**src/rtl/inst_cache.sv**
```systemverilog
// inst_cache: direct-mapped, one-word-per-line instruction cache in front of MemCtrl's IC port.
// Build option ICACHE_EN: when defined the tag/data arrays exist; otherwise every fetch goes to MemCtrl.
module inst_cache #(
  parameter  int INDEX_WIDTH = 8,
  localparam int TAG_WIDTH   = 32 - INDEX_WIDTH - 2,
  localparam int LINES       = 1 << INDEX_WIDTH
) (
  input  logic        clk_in,
  input  logic        rst_in,
  input  logic        rdy_in,
  input  logic        fetch_req_in,
  input  logic [31:0] pc_in,
  output logic [31:0] inst_out,
  output logic        rdy_inst_out,
  output logic        rdy_inst_mc_out,
  output logic [31:0] inst_addr_mc_out,
  input  logic [31:0] inst_mc_in,
  input  logic        rdy_inst_mc_in,
  input  logic        refresh_rob_cdb_in
);

  typedef enum logic {IDLE, MISS} state_t;

  state_t      state, state_n;
  logic        rdy_inst_n, mc_req_n, fill;
  logic [31:0] inst_n, addr_n;
  logic        hit;
  logic [31:0] hit_data;

`ifdef ICACHE_EN
  logic [31:0]            data_mem [LINES];
  logic [TAG_WIDTH-1:0]   tag_mem  [LINES];
  logic [LINES-1:0]       valid;
  logic [INDEX_WIDTH-1:0] pc_idx, fill_idx;
  logic                   unused_pc_lo;

  assign pc_idx       = pc_in[INDEX_WIDTH+1:2];
  // the pending miss address register doubles as the latched pc for the fill
  assign fill_idx     = inst_addr_mc_out[INDEX_WIDTH+1:2];
  assign hit          = valid[pc_idx] && (tag_mem[pc_idx] == pc_in[31:INDEX_WIDTH+2]);
  assign hit_data     = data_mem[pc_idx];
  assign unused_pc_lo = ^pc_in[1:0];

  always_ff @(posedge clk_in) begin
    if (rst_in)              valid <= '0;
    else if (rdy_in && fill) valid[fill_idx] <= 1'b1;
  end

  always_ff @(posedge clk_in) begin
    if (!rst_in && rdy_in && fill) begin
      data_mem[fill_idx] <= inst_mc_in;
      tag_mem[fill_idx]  <= inst_addr_mc_out[31:INDEX_WIDTH+2];
    end
  end
`else
  logic unused_nocache;

  assign hit            = 1'b0;
  assign hit_data       = '0;
  assign unused_nocache = fill | (^pc_in[1:0]);
`endif

  always_comb begin
    state_n    = state;
    rdy_inst_n = 1'b0;
    inst_n     = inst_out;
    mc_req_n   = rdy_inst_mc_out;
    addr_n     = inst_addr_mc_out;
    fill       = 1'b0;
    if (refresh_rob_cdb_in) begin
      // flush drops the miss; a response pulse in this cycle is discarded
      state_n  = IDLE;
      mc_req_n = 1'b0;
    end else begin
      case (state)
        IDLE: begin
          // rdy_inst_out high means the fetcher still holds the request just served
          if (fetch_req_in && !rdy_inst_out) begin
            if (hit) begin
              rdy_inst_n = 1'b1;
              inst_n     = hit_data;
            end else begin
              addr_n   = {pc_in[31:2], 2'b00};
              mc_req_n = 1'b1;
              state_n  = MISS;
            end
          end
        end
        MISS: begin
          if (rdy_inst_mc_in) begin
            fill       = 1'b1;
            inst_n     = inst_mc_in;
            rdy_inst_n = 1'b1;
            mc_req_n   = 1'b0;
            state_n    = IDLE;
          end
        end
        default: state_n = IDLE;
      endcase
    end
  end

  always_ff @(posedge clk_in) begin
    if (rst_in) begin
      state            <= IDLE;
      rdy_inst_out     <= 1'b0;
      inst_out         <= '0;
      rdy_inst_mc_out  <= 1'b0;
      inst_addr_mc_out <= '0;
    end else if (rdy_in) begin
      state            <= state_n;
      rdy_inst_out     <= rdy_inst_n;
      inst_out         <= inst_n;
      rdy_inst_mc_out  <= mc_req_n;
      inst_addr_mc_out <= addr_n;
    end
  end

endmodule

```
**config.mk**
```make
export PLATFORM = sky130hd
export DESIGN_NAME = inst_cache
export DESIGN_NICKNAME = d
export VERILOG_FILES = /design/src/rtl/inst_cache.sv
export SDC_FILE = /design/constraint.sdc
export NUM_CORES = 1
export LEC_CHECK = 0
export ABC_CLOCK_PERIOD_IN_PS = 1840
export CORE_ASPECT_RATIO = 0.5
export CORE_MARGIN = 2
export CORE_UTILIZATION = 42
export CTS_CLUSTER_SIZE = 30
export DETAILED_ROUTE_END_ITERATION = 10
export PLACE_DENSITY_LB_ADDON = 0.25
export REMOVE_ABC_BUFFERS = 1
export SLEW_MARGIN = 30
export SYNTH_ARGS = -nofsm -noshare
export SYNTH_HDL_FRONTEND = slang
export SYNTH_SLANG_ARGS = --single-unit
```
**constraint.sdc**
```tcl
create_clock -name clk_in -period 1.84 [get_ports clk_in]
set_input_delay 0.276 -clock clk_in [delete_from_list [all_inputs] [get_ports clk_in]]
set_output_delay 0.276 -clock clk_in [all_outputs]
set_load 0.02 [all_outputs]
```
==> results of run 1 <==
[metrics by stage]
stage | power, mW | TNS [ps] | setup WS (ps) | hold WS (ps) | instance area, µm²
floorplan | 1.62 | -23880 | -796 | 345 | 2470
global placement | 1.86 | 0 | 157 | 441 | 3960
detailed placement | 1.87 | 0 | 78.2 | 446 | 3960
CTS | 3.64 | 0 | 254 | 453 | 4270
global route | 3.72 | 0 | 233 | 469 | 4270
finish | 3.59 | 0 | 262 | 451 | 4270
[cells by family after synthesis]
| kind of cell | after synthesis | synth area share (%) |
|---|---|---|
| AO/OA/AOI/OAI | 37 | 7.38 |
| buffers and inverters | 23 | 5.75 |
| flip-flops | 65 | 49.9 |
| multiplexers | 30 | 11.5 |
| other | 1 | 0.144 |
| AND/OR/NAND/NOR | 130 | 25.4 |
[state kept, by name, indices dropped and copies added (netlist names)]
signal	flops
rdy_inst_mc_out	1
inst_out	32
state	1
rdy_inst_out	1
inst_addr_mc_out	30
[layer usage]
| layer | vias to the layer above | wire (µm) | part of all wire (%) |
|---|---|---|---|
| li1 | 1169 | - | - |
| met1 | 1054 | 2530 | 40 |
| met2 | 67 | 3330 | 53 |
| met3 | 8 | 390 | 6.2 |
| met4 | 0 | 81 | 1.3 |
| met5 | - | 0 | 0 |
[worst max-delay path by stage]
stage | from | to | slack (ps) | cells past startpoint
floorplan | rdy_inst_out | inst_addr_mc_out[10] | -800 | 3
global placement | rdy_in | inst_addr_mc_out[11] | 160 | 5
detailed placement | rdy_in | inst_addr_mc_out[20] | 80 | 5
CTS | rdy_inst_out | rdy_inst_out | 250 | 1
global route | inst_addr_mc_out[24] | inst_addr_mc_out[24] | 230 | 1
finish | inst_addr_mc_out[16] | inst_addr_mc_out[16] | 260 | 1
[Yosys cell counts (all sizes together)]
cell type	n
nor2	1
clkbuf	7
mux2i	30
nand4b	1
inv	1
nor3	1
nand2	64
nand2b	61
and4b	1
conb	1
dfxtp	65
nand3b	1
a21o	1
a21oi	34
buf	15
o21a	1
a21boi	1
[power breakdown]
part / switching (mW) / total [mW] / internal (mW)
combinational: 0.143 / 0.377 / 0.234
sequential: 0.0188 / 1.46 / 1.44
clock: 0.580 / 1.76 / 1.18
total: 0.742 / 3.59 / 2.85
[area by class of cell]
| cell class | count | area (µm²) | area share (%) |
|---|---|---|---|
| tap | 88 | 110 | 2.58 |
| multi-input combinational | 199 | 1170 | 27.4 |
| timing repair buffer | 138 | 1370 | 32.1 |
| clock inverter | 6 | 82.6 | 1.94 |
| sequential | 65 | 1300 | 30.5 |
| clock buffer | 10 | 229 | 5.37 |
| inverter | 1 | 3.75 | 0.0880 |
[cell usage in the layout, fill, tap and decap left out, drive strengths merged]
master	synthesis	routed
clkdlybuf4s50	0	130
dfxtp	65	65
nand2	64	64
nand2b	61	61
a21oi	34	34
mux2i	30	30
clkbuf	7	10
buf	15	8
clkinv	0	3
conb	1	2
bufinv	0	2
and4b	1	1
nand4b	1	1
nand3b	1	1
nor3	1	1
nor2	1	1
a21o	1	1
o21a	1	1
inv	1	1
a21boi	1	1
clkinvlp	0	1
==> results.ini, run 1 <==
[finish]
utilization_pct = 70.7
diodes = 0
fillers = 473
fin_cells = 507
area_growth_pct = 63.5
fin_nets = 484
drive_gt1_share_pct = 5.73

[die]
fp-row-count = 20
ioPinCount = 136
initial_core_util_pct = 43.3
die_x_um = 115
core-area_um2 = 6030
dieArea_um2 = 6900
die_h_um = 59.7

[power_and_ir_drop]
peakVddDrop_uv = 510
power-per-cell-area_nw_per_um2 = 842
power.leakage_nw = 1.49

[critical_path]
r2r.worst_path.cells = 4
crit_path_top_delay_cell = clkdlybuf4s50_1
path_buf_inv = 1
r2r_start = rdy_inst_out
arrival_ps = 1300
end_kind = output port
startpoint_type = register
cp_top_family = buffers and inverters
timing.rr.end = inst_addr_mc_out[7]
reg2reg_setup_slack_ps = 480
cp_cell_sequence = clkdlybuf4s50_1
path_max_fanout = 2
worst-setup-path-type = register to output port
worstPathRequired_ps = 1560
slowest_delay_ps = 640

[clocking]
ctsHoldBuffers = 0
cts_resized = 0
cts_sinks = 65
cts_buffer_depth = 2
cts_buffers = 9
cts_tree = yes
h-tree-depth = 3
cts-root-buf = clkbuf_16
clkLatencyLatePin_ps = 320
clk_pin_slew_ps = 50
cts_setup_buffers = 0

[global_route]
grt_pass1_wl_um = 9980
gr-usage-met3_pct = 5.27
grt_pass1_vias = 2282
grt_max_degree = 42
top_usage_layer = met2
grt_usage_pct = 18.8
grt.overflow.total = 0
grt_util_met1_pct = 19.1
antenna_found_initial = 0
grtUsageMet2_pct = 37.2

[yosys]
ys_seq_area_share_pct = 49.9
ys_warn_count = 0
syn_inst = 286
ys_top_cells_by_area = dfxtp_1, nand2b_1, mux2i_1
synth_top_area_share_pct = 49.9
ys_seq_elements = 65
ys_types = 19
syn-cell-area_um2 = 2610
synth_top_area_cell = dfxtp_1
syn_avg_cell_area_um2 = 9.13

[drt]
num_vias = 2298
antenna_left = 0
post_drt_wl_per_cell_um = 12.5
viasPerCell = 4.53
wirelength_um = 6330
drt_iter0_drc = 99
remaining_drc_errors = 0
dr.pass1.iters = 4

[timing]
max_freq_mhz = 634
hold_viol = 0
finalCritPeriodShare_pct = 85.8
skew_ps = 3.97
timing.final.crit_period_ps = 1580
rsz0062_at_grt = no
slew_violations = 0
setup_viol = 0

[run]
maxCapViolations = 0

[hold_path]
hold_class = register to register
min_from = inst_out[31]
hold_end = inst_out[31]
hold_depth = 2

[placement]
dp.cells = 491
dp_hpwl_um = 4580
gp_congestion = 0.672
io_buffers = 131

[status]
status = complete, no violations

Power figures use the tool's default switching activity.
==> inputs of run 2 (changes only) <==
--- a/config.mk
+++ b/config.mk
@@ -5,8 +5,8 @@
 export SDC_FILE = /design/constraint.sdc
 export NUM_CORES = 1
 export LEC_CHECK = 0
-export ABC_CLOCK_PERIOD_IN_PS = 1840
-export CORE_ASPECT_RATIO = 0.5
+export ABC_CLOCK_PERIOD_IN_PS = 2000
+export CORE_ASPECT_RATIO = 1.25
 export CORE_MARGIN = 2
 export CORE_UTILIZATION = 42
 export CTS_CLUSTER_SIZE = 30
==> constraint.sdc (replaced) <==
create_clock -name clk_in -period 2 [get_ports clk_in]
set_input_delay 0.3 -clock clk_in [delete_from_list [all_inputs] [get_ports clk_in]]
set_output_delay 0.3 -clock clk_in [all_outputs]
set_load 0.02 [all_outputs]
==> run 2 against run 1 <==
  * Power is 29% lower
  * Cell area fell by 3.0%
  * Clock skew rose by 0.84 ps
  * Global-route usage shrank 1.5 points
==> results.ini, run 2 (synthesized netlist as in run 1, its figures left out) <==
[critical_path]
cp_cell_sequence = clkdlybuf4s50_1  ; unchanged
cp_top_family = buffers and inverters  ; unchanged
path_buf_inv = 1  ; unchanged
crit_path_top_delay_cell = clkdlybuf4s50_1  ; unchanged
worst-setup-path-type = register to output port  ; unchanged
startpoint_type = register  ; unchanged
slowest_delay_ps = 610  ; was 640 ps
path_max_fanout = 3  ; was 2
arrival_ps = 1290  ; was 1300 ps
end_kind = output port  ; unchanged
worstPathRequired_ps = 1700  ; was 1560 ps

[die]
core-area_um2 = 6090  ; was 6030 µm²
dieArea_um2 = 6860  ; was 6900 µm²
initial_core_util_pct = 42.9  ; was 43.3%
die_x_um = 74.5  ; was 115 µm
die_h_um = 92.1  ; was 59.7 µm
ioPinCount = 136  ; unchanged
fp-row-count = 32  ; was 20

[global_route]
antenna_found_initial = 0  ; unchanged
grt_max_degree = 41  ; was 42
grt_pass1_vias = 2158  ; was 2282
grt.overflow.total = 0  ; unchanged
grt_usage_pct = 17.4  ; was 18.8%
grt_pass1_wl_um = 9330  ; was 9980 µm

[finish]
final_common_cell = clkdlybuf4s50_1  ; unchanged
multi_input_area_um2 = 1170  ; unchanged
fillers = 523  ; was 473
area_growth_pct = 58.6  ; was 63.5%
regArea_um2 = 1300  ; unchanged
largest_register_ffs = 32  ; unchanged
reg_top3 = inst_out x32, inst_addr_mc_out x30  ; unchanged
drive_gt1_share_pct = 5.28  ; was 5.73%
layout_common_cells = clkdlybuf4s50_1, dfxtp_1, nand2_1  ; unchanged
fin_nets = 484  ; unchanged
regMostFlops = inst_out  ; unchanged
fin_area_um2 = 4140  ; was 4270 µm²
utilization_pct = 68.0  ; was 70.7%
diodes = 0  ; unchanged

[drt]
wirelength_um = 5930  ; was 6330 µm
drt_iter0_drc = 92  ; was 99
wl_met1_um = 2460  ; was 2530 µm
post_drt_wl_per_cell_um = 11.8  ; was 12.5 µm
antenna_left = 0  ; unchanged
num_vias = 2286  ; was 2298
dr.max_layer_used = met4  ; unchanged
remaining_drc_errors = 0  ; unchanged
viasPerCell = 4.55  ; was 4.53
dr.pass1.iters = 4  ; unchanged
dr_wl_met2_um = 2760  ; was 3330 µm
met3_length_um = 674  ; was 390 µm

[power_and_ir_drop]
power.leakage_nw = 1.43  ; was 1.49 nW
peakVddDrop_uv = 350  ; was 510 µV
power-per-cell-area_nw_per_um2 = 621  ; was 842 nW/µm²
power.total_mw = 2.57  ; was 3.59 mW

[placement]
io_buffers = 131  ; unchanged
dp_hpwl_um = 4230  ; was 4580 µm
gp_congestion = 0.687  ; was 0.672
placed_area_um2 = 3990  ; was 3960 µm²

[clocking]
cts_buffer_depth = 2  ; unchanged
ctsHoldBuffers = 0  ; unchanged
h-tree-depth = 3  ; unchanged
cts_buffers = 9  ; unchanged
cts_tree = yes  ; unchanged
cts_sinks = 65  ; unchanged
clk_pin_slew_ps = 70  ; was 50 ps
cts_setup_buffers = 0  ; unchanged
cts_resized = 0  ; unchanged
clkLatencyLatePin_ps = 320  ; about the same
cts-root-buf = clkbuf_8  ; was clkbuf_16

[timing]
slew_violations = 0  ; unchanged
finalCritPeriodShare_pct = 79.7
hold_viol = 0  ; unchanged
max_freq_mhz = 627
fin_tns_setup_ps = 0  ; unchanged
timing.final.crit_period_ps = 1590
skew_ps = 4.82  ; was 3.97 ps
setup_viol = 0  ; unchanged
rsz0062_at_grt = no  ; unchanged

[hold_path]
hold_class = register to register  ; unchanged

[status]
status = complete, no violations  ; unchanged

[run]
maxCapViolations = 0  ; unchanged

run 2: cell count changes in the layout (fill, tap and decap cells not counted), sizes merged:
cell    before  now
bufinv       2    0
run 2: worst paths after layout:
kind,from,to,slack [ps],depth (start not counted)
worst max register to register,rdy_inst_out,inst_addr_mc_out[4],710,4
worst max-delay path,rdy_inst_out,rdy_inst_out,410,1
worst min-delay path,inst_out[27],inst_out[27],450,2
worst min register to register,inst_out[27],inst_out[27],450,2
run 2: routing by layer:
layer / vias to the layer above / global-route usage [%]
li1: 1175 / -
met1: 1010 / 19.3
met2: 96 / 29.0
met3: 5 / 6.37
met4: 0 / 7.59
met5: - / 0
run 2: where the power goes:
group | internal [mW] | switching [mW]
sequential | 1.32 | 0.0164
clock | 0.429 | 0.449
combinational | 0.220 | 0.131
run 2: layout make-up:
| type | instances | share of cell area (%) |
|---|---|---|
| Multi-Input combinational cell | 199 | 28.2 |
| Tap cell | 85 | 2.57 |
| Inverter | 1 | 0.0907 |
| Timing Repair Buffer | 138 | 34.0 |
| Sequential cell | 65 | 31.4 |
| Clock buffer | 10 | 3.08 |
| Clock inverter | 4 | 0.544 |
run 2: per-stage QoR:
stage                     hold WS [ps]  cells  worst slack (ps)
after floorplan                    369    265              -636
after global placement             441    488               271
after detailed placement           447    488               247
after CTS                          456    502               380
after global routing               469    502               350
final                              452    502               405
